`src/rtl/conv_sched.sv`:
```
// conv_sched: sequencing controller for one streaming convolution layer.
//
// After a one-cycle start request in IDLE the controller:
//   1. clears the datapath (CLEAR, conv_reset pulse),
//   2. collects kernel*kernel weight words from a ready/valid stream (LOAD_W),
//   3. reads the activation_map^2 activations from a 1-cycle-latency memory
//      and feeds them to the datapath (STREAM),
//   4. flushes the datapath pipeline for drain_cycles cycles (DRAIN),
//   5. pulses done (DONE) and returns to IDLE.
// Every datapath result seen in STREAM/DRAIN is written to the output buffer
// at consecutive addresses until the expected output count is reached.
//
// Ports
//   clk, reset                 clock, asynchronous active-high reset
//   start                      one-cycle request, honoured in IDLE only
//   weight_in/_valid/_ready    weight stream (word accepted on valid & ready)
//   act_rd_en/_addr/_data      activation read port, data one cycle after en
//   conv_reset                 datapath synchronous clear
//   conv_calculate             datapath clock enable
//   conv_activation            datapath activation input (0 while flushing)
//   conv_weight                packed weights, word i at [total_bits*i +: total_bits]
//   conv_op, conv_valid        datapath result and its valid
//   out_wr_en/_addr/_data      output buffer write port
//   busy                       high from CLEAR through DRAIN
//   done                       one-cycle completion pulse
//   error                      sticky: fewer results than expected arrived
module conv_sched #(
  parameter int activation_map = 10,
  parameter int kernel         = 3,
  parameter int stride         = 1,
  parameter int total_bits     = 16,
  parameter int fraction_bits  = 12,
  parameter int addr_bits      = 16,
  parameter int drain_cycles   = 4
) (
  input  logic                                 clk,
  input  logic                                 reset,
  input  logic                                 start,
  input  logic [total_bits-1:0]                weight_in,
  input  logic                                 weight_in_valid,
  output logic                                 weight_in_ready,
  output logic                                 act_rd_en,
  output logic [addr_bits-1:0]                 act_rd_addr,
  input  logic [total_bits-1:0]                act_rd_data,
  output logic                                 conv_reset,
  output logic                                 conv_calculate,
  output logic [total_bits-1:0]                conv_activation,
  output logic [kernel*kernel*total_bits-1:0]  conv_weight,
  input  logic [total_bits-1:0]                conv_op,
  input  logic                                 conv_valid,
  output logic                                 out_wr_en,
  output logic [addr_bits-1:0]                 out_wr_addr,
  output logic [total_bits-1:0]                out_wr_data,
  output logic                                 busy,
  output logic                                 done,
  output logic                                 error
);

  localparam int KK       = kernel * kernel;
  localparam int N2       = activation_map * activation_map;
  localparam int OUT_SIDE = (activation_map - kernel) / stride + 1;
  localparam int OUT_N    = OUT_SIDE * OUT_SIDE;
  localparam int WI_W     = $clog2(KK + 1);
  localparam int DC_W     = (drain_cycles > 0) ? $clog2(drain_cycles + 1) : 1;
  localparam int WGT_W    = KK * total_bits;

  localparam logic [addr_bits-1:0] LAST_ADDR  = addr_bits'(N2 - 1);
  localparam logic [addr_bits-1:0] OUT_N_A    = addr_bits'(OUT_N);
  localparam logic [WI_W-1:0]      LAST_WI    = WI_W'(KK - 1);
  localparam logic [DC_W-1:0]      DRAIN_LAST = DC_W'(drain_cycles);

  // Parameter sanity: a kernel wider than the map has no valid output, and
  // the fixed-point format needs at least one integer (sign) bit.
  if (kernel > activation_map) begin : g_bad_kernel
    $error("conv_sched: kernel must not exceed activation_map");
  end
  if (fraction_bits >= total_bits) begin : g_bad_frac
    $error("conv_sched: fraction_bits must be smaller than total_bits");
  end

  typedef enum logic [2:0] {
    S_IDLE,
    S_CLEAR,
    S_LOAD_W,
    S_STREAM,
    S_DRAIN,
    S_DONE
  } state_t;

  state_t               state_q, state_d;
  logic [WI_W-1:0]      widx_q, widx_d;
  logic [addr_bits-1:0] rd_addr_q, rd_addr_d;
  logic [addr_bits-1:0] cnt_q, cnt_d;
  logic [DC_W-1:0]      drain_q, drain_d;
  logic [WGT_W-1:0]     weight_q, weight_d;
  logic                 d_en_q, d_en_d;
  logic                 ready_q, ready_d;
  logic                 rd_en_q, rd_en_d;
  logic                 clr_q, clr_d;
  logic                 calc_q, calc_d;
  logic                 wr_en_q, wr_en_d;
  logic [addr_bits-1:0] wr_addr_q, wr_addr_d;
  logic [total_bits-1:0] wr_data_q, wr_data_d;
  logic                 busy_q, busy_d;
  logic                 done_q, done_d;
  logic                 error_q, error_d;

  always_comb begin
    state_d   = state_q;
    widx_d    = widx_q;
    rd_addr_d = rd_addr_q;
    cnt_d     = cnt_q;
    drain_d   = drain_q;
    weight_d  = weight_q;
    error_d   = error_q;
    // The read data arrives one cycle after the request, so the datapath
    // enable is the request delayed by one cycle.
    d_en_d    = rd_en_q;
    wr_en_d   = 1'b0;
    wr_addr_d = wr_addr_q;
    wr_data_d = wr_data_q;

    // Result capture; results past the expected count are dropped.
    if ((state_q == S_STREAM || state_q == S_DRAIN) && conv_valid && (cnt_q < OUT_N_A)) begin
      wr_en_d   = 1'b1;
      wr_addr_d = cnt_q;
      wr_data_d = conv_op;
      cnt_d     = cnt_q + 1'b1;
    end

    case (state_q)
      S_IDLE: begin
        if (start) begin
          state_d = S_CLEAR;
          error_d = 1'b0;
        end
      end
      S_CLEAR: begin
        widx_d    = '0;
        rd_addr_d = '0;
        cnt_d     = '0;
        drain_d   = '0;
        d_en_d    = 1'b0;
        state_d   = S_LOAD_W;
      end
      S_LOAD_W: begin
        if (weight_in_valid && ready_q) begin
          for (int i = 0; i < KK; i++) begin
            if (widx_q == WI_W'(i)) begin
              weight_d[i*total_bits +: total_bits] = weight_in;
            end
          end
          widx_d = widx_q + 1'b1;
          if (widx_q == LAST_WI) begin
            state_d = S_STREAM;
          end
        end
      end
      S_STREAM: begin
        if (rd_addr_q == LAST_ADDR) begin
          state_d = S_DRAIN;
        end else begin
          rd_addr_d = rd_addr_q + 1'b1;
        end
      end
      S_DRAIN: begin
        // cnt_d includes a result captured on this same edge, so the final
        // write and done can land in the same cycle.
        if (cnt_d == OUT_N_A) begin
          state_d = S_DONE;
        end else if (drain_q == DRAIN_LAST) begin
          error_d = 1'b1;
          state_d = S_DONE;
        end else begin
          drain_d = drain_q + 1'b1;
        end
      end
      S_DONE: begin
        state_d = S_IDLE;
      end
      default: begin
        state_d = S_IDLE;
      end
    endcase

    // Outputs are registered and decoded from the next state so they line
    // up with the state they belong to.
    ready_d = (state_d == S_LOAD_W);
    rd_en_d = (state_d == S_STREAM);
    clr_d   = (state_d == S_CLEAR);
    // The first DRAIN cycle still carries the last activation (d_en); the
    // remaining DRAIN cycles clock zeros through the pipeline.
    calc_d  = d_en_d || (state_d == S_DRAIN);
    busy_d  = (state_d == S_CLEAR) || (state_d == S_LOAD_W) ||
              (state_d == S_STREAM) || (state_d == S_DRAIN);
    done_d  = (state_d == S_DONE);
  end

  always_ff @(posedge clk or posedge reset) begin
    if (reset) begin
      state_q   <= S_IDLE;
      widx_q    <= '0;
      rd_addr_q <= '0;
      cnt_q     <= '0;
      drain_q   <= '0;
      weight_q  <= '0;
      d_en_q    <= 1'b0;
      ready_q   <= 1'b0;
      rd_en_q   <= 1'b0;
      clr_q     <= 1'b0;
      calc_q    <= 1'b0;
      wr_en_q   <= 1'b0;
      wr_addr_q <= '0;
      wr_data_q <= '0;
      busy_q    <= 1'b0;
      done_q    <= 1'b0;
      error_q   <= 1'b0;
    end else begin
      state_q   <= state_d;
      widx_q    <= widx_d;
      rd_addr_q <= rd_addr_d;
      cnt_q     <= cnt_d;
      drain_q   <= drain_d;
      weight_q  <= weight_d;
      d_en_q    <= d_en_d;
      ready_q   <= ready_d;
      rd_en_q   <= rd_en_d;
      clr_q     <= clr_d;
      calc_q    <= calc_d;
      wr_en_q   <= wr_en_d;
      wr_addr_q <= wr_addr_d;
      wr_data_q <= wr_data_d;
      busy_q    <= busy_d;
      done_q    <= done_d;
      error_q   <= error_d;
    end
  end

  assign weight_in_ready = ready_q;
  assign act_rd_en       = rd_en_q;
  assign act_rd_addr     = rd_addr_q;
  assign conv_reset      = clr_q;
  assign conv_calculate  = calc_q;
  assign conv_activation = d_en_q ? act_rd_data : '0;
  assign conv_weight     = weight_q;
  assign out_wr_en       = wr_en_q;
  assign out_wr_addr     = wr_addr_q;
  assign out_wr_data     = wr_data_q;
  assign busy            = busy_q;
  assign done            = done_q;
  assign error           = error_q;

endmodule

```
`config.mk`:
```
export PLATFORM = sky130hd
export DESIGN_NAME = conv_sched
export DESIGN_NICKNAME = d
export VERILOG_FILES = /design/src/rtl/conv_sched.sv
export SDC_FILE = /design/constraint.sdc
export NUM_CORES = 1
export LEC_CHECK = 0
export CORE_ASPECT_RATIO = 1.2
export CORE_MARGIN = 4
export CORE_UTILIZATION = 60
export DETAILED_ROUTE_END_ITERATION = 10
export DONT_BUFFER_PORTS = 1
export PLACE_DENSITY = 0.84
export SYNTH_ARGS = -nofsm -noshare
export SYNTH_HDL_FRONTEND = slang
export SYNTH_SLANG_ARGS = --single-unit
```
`constraint.sdc`:
```
create_clock -name clk -period 8.7 [get_ports clk]
set_clock_uncertainty 0.2 [all_clocks]
set_input_delay 0.87 -clock clk [delete_from_list [all_inputs] [get_ports clk]]
set_output_delay 0.87 -clock clk [all_outputs]
set_load 0.05 [all_outputs]
```
== Yosys cells after proc, flatten, opt, wreduce, memory -nomap -nowiden ==
Cells that the tools add are included.

* Flip-flop bits (word level): 227
* Bits of input ports: 53

* $lt $le $gt $ge: 1
* Multiplexer cells: 23
* Equality and inequality tests: 26
* Reduce and logical (&&, ||, !) cells: 27
* $add $sub $neg: 4

{| class="wikitable"
|+ Operator list
! kind !! count
|-
| $mux W16 || 4
|-
| $add A16 B1 Y16 const B || 2
|-
| $eq A16 B7 Y1 const B || 2
|-
| $pmux W16 S2 || 1
|-
| $reduce_and A3 Y1 || 10
|-
| $mux W3 || 8
|-
| $eq A4 B3 Y1 const B || 4
|-
| $lt A16 B7 Y1 const B || 1
|-
| $pmux W3 S5 || 1
|-
| $eq A3 B2 Y1 const B || 4
|-
| $eq A3 B3 Y1 const B || 4
|-
| $ne A2 B2 Y1 const B || 5
|-
| $eq A4 B2 Y1 const B || 2
|-
| $pmux W4 S2 || 1
|-
| $reduce_bool A2 Y1 || 4
|-
| $eq A3 B1 Y1 const B || 2
|-
| $pmux W3 S2 || 1
|-
| $logic_or A1 B1 Y1 || 5
|-
| $mux W1 || 5
|-
| $add A4 B1 Y4 const B || 1
|-
| $eq A4 B1 Y1 const B || 1
|-
| $eq A4 B4 Y1 const B || 1
|-
| $logic_not A4 Y1 || 1
|-
| $mux W4 || 1
|-
| 7 further kinds || 10
|}

== Longest topological paths before layout ==
Gate-level depths: netlist of run 1.

* Depth in word-level cells: 12
* Depth in mapped cells: 10

== Worst setup path after synthesis of run 1 ==
OpenSTA, ideal clock, no wires.

* Path type: input to register
* Start: in weight_in_valid
* End: reg weight_q[128] (netlist: conv_weight[128])
* Setup time: 125 ps
* Arrival: 2464 ps
* Data required time: 8375 ps
* Stages on the path: 6
* Setup slack: 5911 ps
* Cells stage by stage: nand3_1 -> or2_2 -> clkbuf_1 -> nor3_2 -> buf_2 -> mux2_2

* Longest elaborated chain between the ends: 2

{| class="wikitable"
|+ RTL lines
! element !! RTL line !! RTL
|-
| start, declared || 40 || <nowiki>input logic weight_in_valid,</nowiki>
|-
| $logic_and A1 B1 Y1 || 147 || <nowiki>if (weight_in_valid && ready_q) begin</nowiki>
|-
| $reduce_and A3 Y1 (no line) || -- ||
|-
| end signal, assigned || 224 || <nowiki>weight_q <= weight_d;</nowiki>
|-
| end, declared || 95 || <nowiki>logic [WGT_W-1:0] weight_q, weight_d;</nowiki>
|}

No other way between the ends.
A chain may end at the register's enable or synchronous reset.

== Worst setup path after layout of run 1 ==
* Start: reg rd_addr_q[0] (netlist: act_rd_addr[0])
* End: reg rd_addr_q[12] (netlist: act_rd_addr[12])

* Longest elaborated chain between the ends: 3
* Elaborated cells between the ends (all ways): 6

{| class="wikitable"
|+ RTL lines
! element !! RTL line !! RTL
|-
| start, declared || 92 || <nowiki>logic [addr_bits-1:0] rd_addr_q, rd_addr_d;</nowiki>
|-
| start signal, assigned || 221 || <nowiki>rd_addr_q <= rd_addr_d;</nowiki>
|-
| $add A16 B1 Y16 or $eq A16 B7 Y1 (tied branches) || 163, 160 ||
|-
| $mux W16 or $ne A2 B2 Y1 (tied branches) || -- ||
|-
| $pmux W16 S2 or $reduce_and A2 Y1 (tied branches) || -- ||
|}

Several ways; a longest one is shown, not always the timed one. The select of a mux whose other input is x is not followed.

==> run_results.csv, run 1 <==
group,metric,value,unit
status,status,"finished clean",
sta,hold_violations,0,
sta,setup_tns,0,ns
sta,rsz0062_at_grt,"false",
synthesis,synth_seq_cells,227,
clocking,clockBufferDepth,3,
clocking,cts_tree,"built",
global_routing,grt_pass1_vias,5574,
route,detail_route.first_pass.iterations,4,
synthesis,synth_edf_count,0,
synthesis,synth_top_cell_area_share,62.4,%
critical_path,cp-end-kind,"register",
synthesis,syn_nets,703,
synthesis,yosysWarnings,0,
cells_and_area,fillCellCount,1052,
synthesis,seq_area_frac_synth,62.4,%
clocking,cts_resized,0,
critical_path,worstPathArrival,3.39,ns
sta,fin_crit_sh,36.6,%
placed_design,gp_congestion,0.854,
global_routing,grt_pass1_wl,31.2,mm
clocking,clkTransAtPathRegs,0.06,ns
route,avgViaCountPerCell,5.99,
clocking,hold_buffers,0,
critical_path,worstSetupPathType,"reg2reg",
floorplan,start_util,60.8,%
global_routing,grt-ovfl-total,0,
route,drc,0,
synthesis,synth-simple-area-share,9.28,%
cells_and_area,drive_gt1_share,33.5,%
floorplan,die_width,120,um
cells_and_area,antenna_cells,0,
global_routing,grt_usage,22.9,%
synthesis,synth_xor_area_share,1.73,%
route,drtIter0Drc,356,
sta,max_slew_margin,34.6,%
global_routing,antenna_found_initial,0,
synthesis,synth_top_family_by_area,"multiplexers",
synthesis,synthesis.instances,642,
sta,period_needed,3.19,ns
floorplan,ios,269,
synthesis,synth_cell_type_count,54,
global_routing,grt_max_degree,152,
synthesis,synthTopCellsByArea,"dfrtp_1 62%, mux2_2 21%, and2_1 2.0%",
floorplan,die-area,17200,um2
hold_path,hold_class,"in2async",
synthesis,synth-compound-area-share,2.57,%
cells_and_area,fin_nets,705,
synthesis,synthArstFlopShare,100,%
route,via_count,5168,
sta,maxSlewViolCount,0,
critical_path,critPathRequiredTime,8.91,ns
placed_design,io_buffers,0,
route,antenna_left,0,
clocking,root_buffer,"clkbuf_16",
floorplan,die_h,143,um
sta,maxClockFrequency,0.314,GHz
sta,tightest_slew,0.981,ns
clocking,cts_max_level,1,
synthesis,synthMuxAreaShare,20.8,%
synthesis,synthFlopType,"dfrtp_1",
placed_design,hpwl,13.7,mm
synthesis,postSynthAreaPerCell,14.2,um2
route,routedWlPerCell,23.2,um
route,wl,20.0,mm
clocking,clk_latency,0.48,ns
flow_run,maxCapViolations,0,
floorplan,core_area,15000,um2
critical_path,critPathLaunchType,"register",
sta,setup_violations,0,
synthesis,synth.largest_area_cell,"dfrtp_1",
synthesis,synthAdderAreaFrac,1.10,%
clocking,cts_buffers,22,
clocking,post-cts-setup-buffer-count,0,
cells_and_area,area_growth,9.92,%
clocking,cts_sinks,227,
synthesis,syn_area,9100,um2
critical_path,cp_max_fo,15,
floorplan,rows,49,
==> cells in the final DEF (no fill, tap or decap), types with 6 or more instances in the layout <==
| cell | n |
|---|---|
| and2_1 | 29 |
| nor2_1 | 30 |
| nor4_1 | 6 |
| a21oi_1 | 8 |
| xnor2_1 | 6 |
| nand2_1 | 21 |
| nand3_1 | 9 |
| nand4_1 | 8 |
| o21ai_0 | 8 |
| xor2_1 | 12 |
| inv_1 | 11 |
| ha_1 | 8 |
| dfrtp_1 | 227 |
| clkbuf_16 | 23 |
| nor2b_1 | 11 |
| mux2_2 | 167 |
| nor3_1 | 7 |
==> area by class of cell <==
type / count / area [um2] / share of cell area, %
flip-flops and latches: 227 / 5680 / 56.8
well taps: 204 / 255 / 2.55
clock buffers: 32 / 659 / 6.59
repair buffers: 4 / 30.0 / 0.300
inverters: 12 / 52.6 / 0.526
multi-input cells: 377 / 3230 / 32.3
clock inverters: 7 / 87.6 / 0.876
==> path summary, 6_finish.rpt <==
kind,from,to,slack [ns],cells after the start
worst max-delay path,act_rd_addr[0],act_rd_addr[12],5.51,7
worst min-delay path,reset,conv_weight[65],0.27,1
worst max register to register,act_rd_addr[0],act_rd_addr[12],5.51,7
worst min register to register,cnt_q[9],cnt_q[9],0.29,1
max in group asynchronous,reset,conv_weight[4],6.46,2
min in group clk,cnt_q[9],cnt_q[9],0.29,1
==> cells by family after synthesis <==
| logic type | Yosys count |
|---|---|
| fa+ha+maj | 8 |
| buf+inv | 38 |
| compound gates | 33 |
| flops | 227 |
| mux | 168 |
| simple gates | 150 |
| xor+xnor | 18 |
==> flip-flops by register name, summed over array words and instances (netlist names) <==
name	cells
drain_q	3
cnt_q	16
weight_in_ready	1
done	1
state_q	3
conv_weight	144
act_rd_addr	16
out_wr_en	1
error	1
act_rd_en	1
out_wr_data	16
conv_calculate	1
out_wr_addr	16
busy	1
widx_q	4
conv_reset	1
d_en_q	1
==> Yosys cell counts, types with 2 or more instances <==
master    number
nor2_1        30
or2_2          2
and2_1        29
nand3_1        9
xnor2_1        6
nand2_1       21
buf_2          5
nand3b_1       3
o21a_1         3
nand4b_1       2
inv_1         12
or3_1          5
clkbuf_1      16
buf_6          4
nor2b_1       11
nor4_1         6
ha_1           8
mux2_2       167
a21oi_1        8
and3_1         4
xor2_1        12
nor3_1         7
o21ai_0        8
nand4_1        8
dfrtp_1      227
==> worst max-delay path: stages (launching register included) <==
cell and delay, ns:
dfrtp_1 0.60, ha_1 0.40, nor4b_1 0.18, nand4_1 0.14
nor2b_1 0.73, o2111ai_1 0.29, or3_1 0.40, a21oi_1 0.17
==> layer usage <==
layer  global-route usage, %  vias up  part of all wire [%]
li1                        -     2248                     -
met1                    26.8     2677                    36
met2                    39.8      209                    52
met3                    8.52       34                   9.6
met4                    6.32        0                   1.9
met5                       0        -                     0
==> per-stage QoR <==
stage / setup slack, ns / utilization [%] / std cells / area [um2] / hold WS (ns)
6_report: 5.51 / 66.8 / 863 / 10000 / 0.269
4_1_cts: 5.58 / 66.8 / 863 / 10000 / 0.290
2_1_floorplan: 1.41 / - / 642 / 9100 / 0.254
3_5_place_dp: 5.56 / 61.8 / 824 / 9250 / 0.273
5_1_grt: 5.31 / 66.8 / 863 / 10000 / 0.301
3_3_place_gp: 5.62 / 61.8 / 824 / 9250 / 0.270
Power of run 1 is not shown: default switching activity piles up to over one toggle a cycle in this logic, so the estimate is an artifact.
==> run 2: changes to the inputs <==
--- a/config.mk
+++ b/config.mk
@@ -7,10 +7,10 @@
 export LEC_CHECK = 0
 export CORE_ASPECT_RATIO = 1.2
 export CORE_MARGIN = 4
-export CORE_UTILIZATION = 60
+export CORE_UTILIZATION = 57
 export DETAILED_ROUTE_END_ITERATION = 10
 export DONT_BUFFER_PORTS = 1
-export PLACE_DENSITY = 0.84
+export PLACE_DENSITY = 0.83
 export SYNTH_ARGS = -nofsm -noshare
 export SYNTH_HDL_FRONTEND = slang
 export SYNTH_SLANG_ARGS = --single-unit
==> constraint.sdc (replaced) <==
create_clock -name clk -period 2.87 [get_ports clk]
set_clock_uncertainty 0.2 [all_clocks]
set_input_delay 0.287 -clock clk [delete_from_list [all_inputs] [get_ports clk]]
set_output_delay 0.287 -clock clk [all_outputs]
set_load 0.05 [all_outputs]
==> run_results.csv, run 2 (synthesized netlist as in run 1, its figures left out) <==
group,metric,value,unit
sta,maxClockFrequency,0.368,GHz
placed_design,gp_congestion,0.836,
flow_run,maxCapViolations,0,
critical_path,cp_max_fo,8,
critical_path,critPathRequiredTime,3.06,ns
floorplan,start_util,58.2,%
global_routing,grt_pass1_wl,33.3,mm
global_routing,grt_pass1_vias,6062,
cells_and_area,seq_area,5680,um2
cells_and_area,design_area,10500,um2
critical_path,worstPathArrival,2.91,ns
critical_path,reg2regPathDepth,6,
sta,period_needed,2.72,ns
critical_path,crit_cells,6,
clocking,cts_sinks,227,
sta,hold_violations,0,
route,drtIter0Drc,295,
sta,rsz0062_at_grt,"false",
critical_path,r2r_end,"drain_q[1]",
critical_path,cpLargestDelayFamily,"simple AND/OR/NAND/NOR gates",
critical_path,slowest_stage,"a2111oi_1",
cells_and_area,antenna_cells,0,
critical_path,critPathLaunchType,"register",
sta,max_slew_margin,63.9,%
placed_design,io_buffers,0,
placed_design,dpl_worst_slack,0.133,ns
floorplan,die_h,146,um
critical_path,cp-end-kind,"register",
critical_path,r2r-start,"state_q[0]",
route,avgViaCountPerCell,5.83,
route,routedWlPerCell,22.7,um
sta,setup_ws,0.153,ns
status,status,"finished clean",
sta,setup_tns,0,ns
route,wl,21.2,mm
hold_path,hold_class,"in2reg",
critical_path,worstSetupPathType,"reg2reg",
clocking,cts_max_level,1,
route,via_count,5439,
floorplan,die-area,18100,um2
critical_path,rrSetupSlack,0.15,ns
critical_path,endpoint,"drain_q[1]",
cells_and_area,final_common_cell,"dfrtp_1",
cells_and_area,multiInputGateArea,3250,um2
floorplan,rows,50,
sta,maxSlewViolCount,0,
floorplan,core_area,15600,um2
route,detail_route.first_pass.iterations,5,
cells_and_area,drive_gt1_share,34.6,%
route,drc,0,
cells_and_area,area_growth,15.6,%
sta,fin_crit_sh,94.7,%
global_routing,grt-ovfl-total,0,
clocking,clkTransAtPathRegs,0.07,ns
route,antenna_left,0,
floorplan,die_width,123,um
critical_path,cpPeakStageDelay,0.53,ns
placed_design,placed_area,9530,um2
clocking,post-cts-setup-buffer-count,0,
cells_and_area,most-common-layout-cells,"227 x dfrtp_1, 167 x mux2_2, 37 x dlygate4sd3_1",
critical_path,crit_start,"state_q[0]",
clocking,cts_buffers,21,
global_routing,grt_usage,23.5,%
cells_and_area,fin_nets,775,
clocking,clockBufferDepth,3,
clocking,cts_tree,"built",
sta,tightest_slew,0.541,ns
clocking,clk_latency,0.48,ns
placed_design,hpwl,14.4,mm
cells_and_area,fillCellCount,1071,
global_routing,antenna_found_initial,0,
critical_path,cp_cell_sequence,"or3b_1 -> a2111oi_1 -> nor4_1 -> and4_2 -> or3_1 -> o211ai_2",
clocking,root_buffer,"clkbuf_16",
floorplan,ios,269,
cells_and_area,largest_reg_flops,144,
global_routing,grt_max_degree,105,
critical_path,path_buf_inv,0,
sta,setup_violations,0,
## run 2: metal layers
layer  share of wire, %  global-route usage [%]  vias to the layer above
met4                3.3                    7.87                        0
met5                  0                       0                        -
met1                 35                    26.0                     2783
li1                   -                       -                     2374
met3                9.2                    8.52                       66
met2                 52                    41.4                      216
## run 2: worst min-delay path by stage
| stage | startpoint | endpoint | cells past startpoint |
|---|---|---|---|
| after global placement | reset | conv_weight[99] | 1 |
| final | conv_valid | cnt_q[3] | 3 |
| after CTS | conv_valid | cnt_q[3] | 3 |
| after floorplan | start | conv_reset | 2 |
| after global routing | conv_valid | cnt_q[3] | 3 |
| after detailed placement | reset | conv_weight[99] | 1 |
## run 2: worst register-to-register path: cells and delay by family (launching register included)
kind            cells  cell delay [ns]
compound gates      2             0.72
flops               1             0.37
simple gates        4             1.34
## run 2: cell type report
type,count,share of cell area (%)
repair buffers,75,6.47
flip-flops and latches,227,54.0
multi-input cells,377,30.9
inverters,12,0.464
well taps,208,2.47
clock buffers,29,5.47
clock inverters,5,0.238
## run 2: repair_timing
action	4_1_cts	5_1_grt
gates resized for setup	0	4
hold buffers	37	0
hold endpoints to repair	393	0
endpoints found under the setup margin	0	5
## run 2: through the flow
step           hold slack [ns]  std cells  util [%]
3_5_place_dp            -0.134        862      61.0
2_1_floorplan            0.221        642         -
6_report                 0.101        933      67.2
4_1_cts                 0.0634        933      67.2
5_1_grt                  0.102        933      67.2
3_3_place_gp            -0.136        862      61.0
Power of run 2 is left out for the same reason.
==> run 3: changes to the inputs <==
==> constraint.sdc (replaced) <==
create_clock -name clk -period 2.87 [get_ports clk]
set_clock_uncertainty 0.2 [all_clocks]
set_input_delay 0.4305 -clock clk [delete_from_list [all_inputs] [get_ports clk]]
set_output_delay 0.4305 -clock clk [all_outputs]
set_load 0.05 [all_outputs]
==> run_results.csv, run 3 (synthesized netlist as in run 1, its figures left out) <==
group,metric,value,unit
flow_run,maxCapViolations,0,
route,m1WireLength,7.96,mm
clocking,clockBufferDepth,3,
floorplan,start_util,58.2,%
route,top_layer_used,"met4",
clocking,clk_latency,0.49,ns
floorplan,die-area,18100,um2
placed_design,placed_area,9620,um2
hold_path,hold_class,"in2reg",
cells_and_area,drive_gt1_share,35.9,%
clocking,cts_sinks,227,
sta,max_slew_margin,44.2,%
floorplan,core_area,15600,um2
sta,maxClockFrequency,0.363,GHz
route,avgViaCountPerCell,5.81,
sta,hold_violations,0,
critical_path,r2r-start,"state_q[0]",
clocking,clkTransAtPathRegs,0.06,ns
critical_path,critPathLaunchType,"register",
sta,setup_violations,0,
route,via_count,5482,
cells_and_area,fin_nets,781,
floorplan,rows,50,
floorplan,ios,269,
sta,tightest_slew,0.835,ns
cells_and_area,antenna_cells,0,
global_routing,antenna_found_initial,0,
route,routedWlPerCell,23.4,um
critical_path,cp-end-kind,"register",
placed_design,dpl_worst_slack,0.0919,ns
global_routing,grt_max_degree,39,
cells_and_area,final_common_cell,"dfrtp_1",
cells_and_area,fillCellCount,1056,
critical_path,worstSetupPathType,"reg2reg",
route,wl_met3,1.94,mm
route,antenna_left,0,
route,drtIter0Drc,301,
route,wl,22.1,mm
sta,whs,0.139,ns
placed_design,io_buffers,0,
floorplan,die_width,123,um
cells_and_area,design_area,10700,um2
placed_design,gp_congestion,0.840,
clocking,cts_buffers,22,
sta,fin_crit_sh,96.0,%
critical_path,crit_start,"state_q[0]",
sta,rsz0062_at_grt,"false",
sta,period_needed,2.76,ns
floorplan,die_h,146,um
critical_path,worstPathArrival,2.92,ns
route,detail_route.first_pass.iterations,4,
route,drc,0,
global_routing,grt_pass1_vias,6170,
sta,setup_ws,0.115,ns
cells_and_area,most-common-layout-cells,"227 x dfrtp_1, 167 x mux2_2, 42 x buf_4",
global_routing,grt_pass1_wl,35.2,mm
critical_path,critPathRequiredTime,3.04,ns
critical_path,cp_max_fo,8,
cells_and_area,seq_area,5680,um2
route,wl_met2,11.5,mm
clocking,cts_tree,"built",
status,status,"finished clean",
hold_path,hold_path_startpoint,"conv_valid",
cells_and_area,multiInputGateArea,3240,um2
cells_and_area,largest_reg_flops,144,
sta,setup_tns,0,ns
global_routing,grt-ovfl-total,0,
clocking,cts_max_level,1,
sta,maxSlewViolCount,0,
global_routing,grt_usage,24.9,%
cells_and_area,area_growth,17.9,%
placed_design,hpwl,15.1,mm
clocking,root_buffer,"clkbuf_16",
## run 3: cell count changes in the layout (fill, tap and decap cells not counted), moves of 2 or more
cell / delta
buf_12: +2
clkbuf_16: +2
clkinv_2: -2
clkbuf_8: +4
dlygate4sd3_1: -3
bufinv_16: +2
buf_4: +6
## run 3: final cells by class
type,count,area share (%)
well taps,208,2.43
multi-input cells,377,30.2
inverters,12,0.455
repair buffers,80,6.86
clock inverters,6,0.770
clock buffers,34,6.31
flip-flops and latches,227,53.0
## run 3: final timing paths
path,endpoint,slack [ns],cells after the start
min in group asynchronous,conv_weight[99],0.39,2
max in group asynchronous,conv_weight[137],1.38,3
worst min-delay path,cnt_q[2],0.14,3
worst min register to register,cnt_q[9],0.28,1
worst max register to register,drain_q[0],0.11,7
worst max-delay path,drain_q[0],0.11,7
## run 3: repair_timing
| action | in CTS | in global routing |
|---|---|---|
| endpoints found under the setup margin | 0 | 4 |
| buffers inserted | 0 | 0 |
| hold buffers | 34 | 0 |
| endpoints found under the hold margin | 182 | 0 |
| gates resized for setup | 0 | 2 |
## run 3: metrics by stage
stage                     utilization (%)  instances
final                                68.6        944
after global routing                 68.6        944
after CTS                            68.5        944
after detailed placement             61.5        870
after global placement               61.5        870
after floorplan                         -        642
## run 3: worst max-delay path: stages (launching register included)
cell,delay (ns)
dfrtp_1,0.37
or3b_1,0.51
a21o_4,0.29
o31a_1,0.28
nor4_1,0.23
and4_1,0.36
nor4_1,0.09
a211o_1,0.30
## run 3: routing by layer
layer | up-vias | global-route usage (%)
li1 | 2400 | -
met1 | 2802 | 29.5
met2 | 223 | 41.6
met3 | 57 | 8.52
met4 | 0 | 9.47
met5 | - | 0
Power of run 3 is left out for the same reason.
